### config.mk
export PLATFORM = sky130hd
export DESIGN_NAME = ex_stage
export DESIGN_NICKNAME = d
export VERILOG_FILES = /design/src/rtl/ex_stage_pkg.sv /design/src/rtl/ex_alu.sv /design/src/rtl/ex_stage.sv
export SDC_FILE = /design/constraint.sdc
export NUM_CORES = 1
export LEC_CHECK = 0
export ABC_AREA = 1
export BUFFER_PORTS_ARGS = -buffer_cell sky130_fd_sc_hd__buf_2
export CORE_UTILIZATION = 48
export CTS_CLUSTER_DIAMETER = 60
export CTS_CLUSTER_SIZE = 10
export DETAILED_ROUTE_END_ITERATION = 10
export PLACE_DENSITY = 0.85
export SYNTH_ARGS = -nofsm -noshare
export SYNTH_HDL_FRONTEND = slang
export SYNTH_HIERARCHICAL = 1
export SYNTH_SLANG_ARGS = --single-unit
### constraint.sdc
create_clock -name clk -period 0.8 [get_ports clk]
set_input_delay 0.08 -clock clk [delete_from_list [all_inputs] [get_ports clk]]
set_output_delay 0.08 -clock clk [all_outputs]
set_load 0.05 [all_outputs]
### src/rtl/ex_stage_pkg.sv
// Shared types and constants for the execute stage: ALUOp classes, funct
// codes, ALU-control and forward-select enums, and the EX/MEM payload.
package ex_stage_pkg;

  localparam int unsigned DATA_W  = 32;
  localparam int unsigned REG_W   = 5;
  localparam int unsigned FUNCT_W = 6;
  localparam int unsigned ALUOP_W = 2;

  localparam logic [ALUOP_W-1:0] ALUOP_ADD   = 2'b00;
  localparam logic [ALUOP_W-1:0] ALUOP_SUB   = 2'b01;
  localparam logic [ALUOP_W-1:0] ALUOP_RTYPE = 2'b10;
  localparam logic [ALUOP_W-1:0] ALUOP_ORI   = 2'b11;

  localparam logic [FUNCT_W-1:0] FUNCT_ADD = 6'b100000;
  localparam logic [FUNCT_W-1:0] FUNCT_SUB = 6'b100010;
  localparam logic [FUNCT_W-1:0] FUNCT_AND = 6'b100100;
  localparam logic [FUNCT_W-1:0] FUNCT_OR  = 6'b100101;
  localparam logic [FUNCT_W-1:0] FUNCT_NOR = 6'b100111;
  localparam logic [FUNCT_W-1:0] FUNCT_SLT = 6'b101010;

  typedef enum logic [2:0] {
    ALU_ADD,
    ALU_SUB,
    ALU_AND,
    ALU_OR,
    ALU_NOR,
    ALU_SLT
  } alu_ctrl_e;

  typedef enum logic [1:0] {
    FWD_REG,
    FWD_EXMEM,
    FWD_MEMWB
  } fwd_sel_e;

  typedef struct packed {
    logic [DATA_W-1:0] alu_result;
    logic [DATA_W-1:0] store_data;
    logic [REG_W-1:0]  dest_reg;
    logic              zero;
    logic              mem_read;
    logic              mem_write;
    logic              mem_to_reg;
    logic              reg_write;
  } exmem_t;

  // Map the ALUOp class (and funct for R-type) onto an ALU operation.
  function automatic alu_ctrl_e alu_decode(input logic [ALUOP_W-1:0] aluop,
                                           input logic [FUNCT_W-1:0] funct);
    alu_ctrl_e ctrl;
    ctrl = ALU_ADD;
    case (aluop)
      ALUOP_ADD: ctrl = ALU_ADD;
      ALUOP_SUB: ctrl = ALU_SUB;
      ALUOP_ORI: ctrl = ALU_OR;
      default: begin
        case (funct)
          FUNCT_SUB: ctrl = ALU_SUB;
          FUNCT_AND: ctrl = ALU_AND;
          FUNCT_OR:  ctrl = ALU_OR;
          FUNCT_NOR: ctrl = ALU_NOR;
          FUNCT_SLT: ctrl = ALU_SLT;
          default:   ctrl = ALU_ADD;
        endcase
      end
    endcase
    return ctrl;
  endfunction

  // Pick the forwarding source for one source register; EX/MEM is younger
  // and wins over MEM/WB, and register 0 is never forwarded.
  function automatic fwd_sel_e fwd_select(input logic [REG_W-1:0] src,
                                          input logic             exmem_we,
                                          input logic [REG_W-1:0] exmem_rd,
                                          input logic             memwb_we,
                                          input logic [REG_W-1:0] memwb_rd);
    fwd_sel_e sel;
    sel = FWD_REG;
    if (src != '0) begin
      if (exmem_we && (exmem_rd == src)) begin
        sel = FWD_EXMEM;
      end else if (memwb_we && (memwb_rd == src)) begin
        sel = FWD_MEMWB;
      end
    end
    return sel;
  endfunction

endpackage

### src/rtl/ex_alu.sv
// Combinational 32-bit ALU for the execute stage; wraps on overflow.
module ex_alu
  import ex_stage_pkg::*;
(
  input  alu_ctrl_e          i_ctrl,
  input  logic [DATA_W-1:0]  i_a,
  input  logic [DATA_W-1:0]  i_b,
  output logic [DATA_W-1:0]  o_result_c
);

  // Operation select.
  always_comb begin
    o_result_c = i_a + i_b;
    case (i_ctrl)
      ALU_ADD: o_result_c = i_a + i_b;
      ALU_SUB: o_result_c = i_a - i_b;
      ALU_AND: o_result_c = i_a & i_b;
      ALU_OR:  o_result_c = i_a | i_b;
      ALU_NOR: o_result_c = ~(i_a | i_b);
      ALU_SLT: o_result_c = DATA_W'($signed(i_a) < $signed(i_b));
      default: o_result_c = i_a + i_b;
    endcase
  end

endmodule

### src/rtl/ex_stage.sv
// Execute stage of the 5-stage MIPS pipeline with its EX/MEM register.
// Optional feature macro: FORWARD_EN enables EX/MEM and MEM/WB operand
// forwarding; without it operands come straight from read1/read2.
module ex_stage
  import ex_stage_pkg::*;
(
  input  logic              clk,
  input  logic              rst_n,
  input  logic              flush,
  input  logic              stall,
  input  logic [4:0]        rs,
  input  logic [4:0]        rt,
  input  logic [4:0]        rd,
  input  logic              Regdst,
  input  logic              MemRead,
  input  logic              MemtoReg,
  input  logic              MemWrite,
  input  logic              ALUsrc,
  input  logic              RegWrite,
  input  logic [1:0]        ALUOp,
  input  logic [31:0]       Immediate,
  input  logic [31:0]       read1,
  input  logic [31:0]       read2,
  input  logic              wb_RegWrite,
  input  logic [4:0]        wb_rd,
  input  logic [31:0]       wb_data,
  output logic [31:0]       alu_result,
  output logic [31:0]       store_data,
  output logic [4:0]        dest_reg,
  output logic              zero,
  output logic              MemReadout,
  output logic              MemWriteout,
  output logic              MemtoRegout,
  output logic              RegWriteout
);

  exmem_t            r_exmem;
  exmem_t            w_next;
  fwd_sel_e          w_fwd_a_sel;
  fwd_sel_e          w_fwd_b_sel;
  logic [DATA_W-1:0] w_op_a;
  logic [DATA_W-1:0] w_rt_val;
  logic [DATA_W-1:0] w_op_b;
  alu_ctrl_e         w_alu_ctrl;
  logic [DATA_W-1:0] w_alu_result;

`ifdef FORWARD_EN
  // Forward-source selection against the held EX/MEM contents and MEM/WB.
  always_comb begin
    w_fwd_a_sel = fwd_select(rs, r_exmem.reg_write, r_exmem.dest_reg,
                             wb_RegWrite, wb_rd);
    w_fwd_b_sel = fwd_select(rt, r_exmem.reg_write, r_exmem.dest_reg,
                             wb_RegWrite, wb_rd);
  end
`else
  logic w_unused_wb;

  // Without forwarding the hazard unit stalls on every RAW; wb_* unused.
  always_comb begin
    w_fwd_a_sel = FWD_REG;
    w_fwd_b_sel = FWD_REG;
    w_unused_wb = ^{wb_RegWrite, wb_rd, wb_data};
  end
`endif

  // Forwarding muxes for operand A and the rt value.
  always_comb begin
    w_op_a   = read1;
    w_rt_val = read2;
    case (w_fwd_a_sel)
      FWD_EXMEM: w_op_a = r_exmem.alu_result;
      FWD_MEMWB: w_op_a = wb_data;
      default:   w_op_a = read1;
    endcase
    case (w_fwd_b_sel)
      FWD_EXMEM: w_rt_val = r_exmem.alu_result;
      FWD_MEMWB: w_rt_val = wb_data;
      default:   w_rt_val = read2;
    endcase
  end

  // Operand B: ori takes the zero-extended low immediate half.
  always_comb begin
    w_alu_ctrl = alu_decode(ALUOp, Immediate[FUNCT_W-1:0]);
    if (ALUOp == ALUOP_ORI) begin
      w_op_b = {16'h0000, Immediate[15:0]};
    end else if (ALUsrc) begin
      w_op_b = Immediate;
    end else begin
      w_op_b = w_rt_val;
    end
  end

  ex_alu u_alu (
    .i_ctrl     (w_alu_ctrl),
    .i_a        (w_op_a),
    .i_b        (w_op_b),
    .o_result_c (w_alu_result)
  );

  // Next EX/MEM payload; a flush turns it into a bubble.
  always_comb begin
    w_next.alu_result = w_alu_result;
    w_next.store_data = w_rt_val;
    w_next.dest_reg   = Regdst ? rd : rt;
    w_next.zero       = (w_alu_result == '0);
    w_next.mem_read   = MemRead;
    w_next.mem_write  = MemWrite;
    w_next.mem_to_reg = MemtoReg;
    w_next.reg_write  = RegWrite;
    if (flush) begin
      w_next.mem_read   = 1'b0;
      w_next.mem_write  = 1'b0;
      w_next.mem_to_reg = 1'b0;
      w_next.reg_write  = 1'b0;
    end
  end

  // EX/MEM register: flush overrides stall, stall holds.
  always_ff @(posedge clk or negedge rst_n) begin
    if (!rst_n) begin
      r_exmem <= '0;
    end else if (flush || !stall) begin
      r_exmem <= w_next;
    end
  end

  assign alu_result  = r_exmem.alu_result;
  assign store_data  = r_exmem.store_data;
  assign dest_reg    = r_exmem.dest_reg;
  assign zero        = r_exmem.zero;
  assign MemReadout  = r_exmem.mem_read;
  assign MemWriteout = r_exmem.mem_write;
  assign MemtoRegout = r_exmem.mem_to_reg;
  assign RegWriteout = r_exmem.reg_write;

endmodule

==> out/qor.yml, run 1 <==
placement:
  pre_cts_ws_ps: -2450
  portBuffers: 191
  place_inst: 2486
  place_congestion: 1.03
  dp_hpwl_mm: 33.4
cts:
  cts_sinks: 74
  htreeDepth: 3
  numCtsBuffers: 9
  cts_buffer_depth: 2
  cts-root-buf: "clkbuf_16"
grt:
  grt_usage_pct: 65.0
  grt_pass1_vias: 17666
  grt_pass1_wl_mm: 105
  overflow: 12
  grt_max_degree: 59
logic_synthesis:
  yosysWarnings: 6
  syn-mean-instance-area_um2: 5.74
  synth_cell_types: 43
  synth-edff-count: 0
  synthArstFlopShare_pct: 100
  seq_area_frac_synth_pct: 18.6
  ys.flop_type: "dfrtp_1"
  ys_ff_latch: 74
  netlist_area_mm2: 0.00997
  syn_nets: 1996
  syn_inst: 1737
run_status:
  haltStage: "global routing"
  tool.error: "[ERROR GRT-0116] Global routing finished with congestion. Check the congestion regions in the DRC Viewer."
  run_status: "did not finish"
floorplan:
  ios: 235
  die_h_um: 146
  fp-row-count: 52
  start_util_pct: 49.1
  fp.dieW_um: 146
[routing by layer]
metal  overflow  global-route usage [%]
met5          0                    10.7
met3          0                    45.8
met1          0                    63.3
met2          7                    87.4
met4          5                    65.1
[repair_timing]
action / in CTS
pin swaps: 94
hold endpoints to repair: 97
gates resized for setup: 449
hold buffers: 24
buffers inserted: 53
gates cloned: 5
endpoints found under the setup margin: 107
[metrics by stage]
| step | cell area, um2 | util [%] | setup TNS, ps | hold WS (ps) |
|---|---|---|---|---|
| 3_5_place_dp | 14200 | 69.9 | -74120 | 1.25 |
| 2_1_floorplan | 10600 | - | -38490 | -216 |
| 4_1_cts | 16800 | 82.8 | -60150 | 17.7 |
| 3_3_place_gp | 14200 | 69.9 | -71140 | 2.95 |
[synth_stat cells (2+ instances only)]
library cell	number	area, um2
nand2_1	627	2350
inv_1	320	1200
nor2_1	160	601
nand3_1	120	601
ha_1	96	1200
a21oi_1	83	415
dfrtp_1	74	1850
o21ai_0	60	300
buf_2	32	160
o22ai_1	25	156
nand4_1	13	81.3
mux2_4	12	180
xor2_1	11	96.3
nand2_2	10	62.6
nor3_1	10	50.1
buf_6	8	90.1
inv_2	8	30.0
buf_4	7	52.6
nor2_2	7	43.8
clkbuf_1	6	22.5
and2_1	5	31.3
a221oi_1	4	35.0
nand3_2	4	40.0
o21bai_1	4	30.0
a21oi_2	3	26.3
clkbuf_2	3	15.0
o211ai_1	3	22.5
fa_1	2	40.0
nand2_4	2	22.5
nor2_4	2	22.5
nor3_2	2	20.0
o311ai_1	2	17.5
or2_2	2	12.5
[logic make-up after synthesis]
family                     after synthesis  synth area share, %
DFF                                     74                 18.6
buffers and inverters                  387                 16.1
xor gates and xnor gates                11                0.966
muxes                                   12                 1.81
and+or+nand+nor                        966                 39.7
adders and majority gates               98                 12.4
AOI/OAI and AO/OA                      189                 10.4
==> run 2, diff against run 1 <==
Settings changed: CORE_UTILIZATION 48 to 33, CTS_CLUSTER_DIAMETER 60 to unset, CTS_CLUSTER_SIZE 10 to unset, PLACE_DENSITY 0.85 to unset, PLACE_DENSITY_LB_ADDON set to 0.15.
Clock period 0.8 ns to 1.05 ns, I/O delays scaled along.
==> run 2 against run 1 <==
  * The flow now finishes, with violations (negative setup slack)
  * Synthesized area did not move
  * Synthesized cell count is the same
==> out/qor.yml, run 2 <==
final_layout:
  fin_area_mm2: 0.0171
  area_growth_pct: 71.4
  fin_nets: 2552
  final_cell_mix: "nand2_1, buf_4, inv_1, buf_6, buf_2"
  multi_input_area_mm2: 0.00829
  ff_latch_area_mm2: 0.00185
  layout_commonest_cell: "nand2_1"
  drive_above_1_share_pct: 44.2
  fill_cells: 2877
run_status:
  run_status: "finished, violations left"
  violations: "negative setup slack"
logic_synthesis:
  synth_top_cell_by_area: "nand2_1"
  ys.flop_type: "dfrtp_1"
  synth-edff-count: 0  # unchanged
  ys_ff_latch: 74  # unchanged
  synthArstFlopShare_pct: 100  # unchanged
  netlist.area_leader.share_pct: 23.6  # unchanged
  syn_inst: 1737  # unchanged
  syn-mean-instance-area_um2: 5.74  # unchanged
  syn_nets: 1996  # unchanged
  synth_cell_types: 43  # unchanged
  synth_most_common_cell: "nand2_1"
  seq_area_frac_synth_pct: 18.6  # unchanged
  synthTopCellsByArea: "nand2_1, dfrtp_1, ha_1"
  synthTopCellsByCount: "nand2_1, inv_1, nor2_1"
  yosysWarnings: 6  # unchanged
  netlist_area_mm2: 0.00997  # unchanged
placement:
  dp_hpwl_mm: 36.1  # +8.0%
  place_area_mm2: 0.0141  # -0.63%
  place_congestion: 1.03  # -0.31%
  pre_cts_ws_ps: -2460  # -7.49 ps
  portBuffers: 191  # unchanged
cts:
  numCtsBuffers: 9  # unchanged
  clk_pin_slew_ps: 70
  cts_tree: "built"
  cts_sinks: 74  # unchanged
  cts_buffer_depth: 2  # unchanged
  cts-root-buf: "clkbuf_16"
  insertion_delay_ps: 370
  htreeDepth: 3  # unchanged
drt:
  avgRoutedWirePerCell_um: 16.6
  routed_wl_mm: 44.7
  drc: 0
  wl_met3_mm: 1.95
  ant_nets: 0
  wl_met1_mm: 18.4
  first_pass_iters: 6
  drtIter0Drc: 636
  top_layer: "met4"
  dr_wl_met2_mm: 22.4
  via_per_inst: 4.75
  vias: 12771
floorplan:
  fp.dieW_um: 176  # +20%
  fp-row-count: 63  # +21%
  core_area_mm2: 0.0297
  ios: 235  # unchanged
  start_util_pct: 33.5  # -16 points
  die_h_um: 176  # +20%
  dieArea_mm2: 0.0309
grt:
  grt_pass1_vias: 12539
  overflow: 0
  grt_max_degree: 47
  grt_pass1_wl_mm: 67.3
  antenna_found_initial: 0
  grt_usage_pct: 28.5
critical_path:
  crit_arrival_ps: 2940
  start_kind: "input port"
  reg2reg_slack_ps: 270
  r2r-end: "alu_result[2]"
  criticalPathCategory: "in -> reg"
  worstPathRequired_ps: 1370
  endpoint_kind: "flop"
  r2r_cells: 3
  rr_startpoint: "alu_result[2]"
  cp_max_fo: 8
sta:
  timing.fmax_mhz: 381
  fin_crit_sh_pct: 250
  setup_viol_count_final: 34
  final-max-slew-violation-count: 0
  hold_ws_ps: 28.3
  worst_slack_ps: -1570
  hold_viol: 0
  slew_headroom_pct: 57.6
  layout_min_cycle_time_ps: 2620
  worst_pin_slew_ps: 636
  clock_skew_ps: 0
  rsz0062_at_grt: "true"
worst_hold_path:
  hold_depth: 4
  min_path_type: "in -> reg"
  min_to: "store_data[9]"
  hold_start: "read2[9]"
power:
  leakagePower_nw: 9.35
  power.density_mw_per_mm2: 1140
  ir_drop_v: 0.000903
  power.total_mw: 19.6
flow_run:
  max-cap-violations: 0
-- run 2: cell counts after synthesis --
No cell type changed its count.
-- run 2: layout make-up --
type,instances,area share (%)
Clock buffer,10,1.40
Clock inverter,6,0.242
Inverter,329,7.46
Sequential cell,74,10.8
Antenna cell,1,0.0146
Timing Repair Buffer,602,28.7
Tap cell,390,2.86
Multi-Input combinational cell,1277,48.5
-- run 2: power breakdown --
group          internal, mW  switching [mW]  total, mW
Combinational          5.56            7.39       12.9
Clock                  1.66            1.38       3.04
Sequential             3.26           0.306       3.57
-- run 2: worst max-delay path by stage --
| stage | from | endpoint | cells past startpoint |
|---|---|---|---|
| 6_report | ALUOp[1] | zero | 25 |
| 5_1_grt | ALUOp[1] | zero | 27 |
| 4_1_cts | ALUOp[0] | zero | 24 |
| 3_5_place_dp | ALUsrc | zero | 27 |
| 3_3_place_gp | ALUOp[0] | zero | 25 |
| 2_1_floorplan | ALUOp[1] | zero | 24 |
-- run 2: logic make-up (layout without fill, tap and decap cells) --
logic type | Yosys count | in the layout | share of synthesized area [%]
adder cells (fa/ha/maj) | 98 | 98 | 12.4
AND/OR/NAND/NOR | 966 | 967 | 39.7
flip-flops | 74 | 74 | 18.6
other | 0 | 1 | 0
buffers and inverters | 387 | 947 | 16.1
multiplexers | 12 | 12 | 1.81
XOR/XNOR | 11 | 11 | 0.966
AO/OA/AOI/OAI | 189 | 189 | 10.4
-- run 2: metrics by stage --
| step | std cells | setup TNS (ps) | utilization [%] |
|---|---|---|---|
| 6_report | 2689 | -41840 | 57.5 |
| 5_1_grt | 2688 | -45450 | 57.5 |
| 4_1_cts | 2659 | -40330 | 54.5 |
| 3_5_place_dp | 2586 | -60370 | 47.4 |
| 3_3_place_gp | 2586 | -59380 | 47.4 |
| 2_1_floorplan | 1737 | -31060 | - |
-- run 2: worst max-delay path, cell delays in order --
cell and delay, ps:
buf_12 120, nand2_8 120, nand2_8 110, buf_12 170
mux2_4 320, inv_4 70, ha_4 230, buf_6 140
nor2_4 140, nand2_1 80, nand2_2 70, nand2_1 80
nand3_4 150, nand3_2 100, nand2_1 80, nand2_1 50
nand3_1 90, nand3_2 90, inv_2 70, nand2_1 60
nor2_2 120, nand2_2 80, nor2_4 110, nand3_2 70
nand2_1 60
-- run 2: routing by layer --
metal | GRT usage, % | up-vias
li1 | - | 6448
met1 | 33.8 | 5893
met2 | 51.4 | 340
met3 | 3.77 | 90
met4 | 11.9 | 0
met5 | 0 | -
-- run 2: what timing repair did --
item	CTS	global route
resized for setup	378	195
buffers inserted	41	34
endpoints found under the setup margin	107	83
pin swaps	99	87
gates cloned	1	0
endpoints found under the hold margin	96	0
hold buffers	23	0
Note: power is estimated with default switching activity, not from simulation.
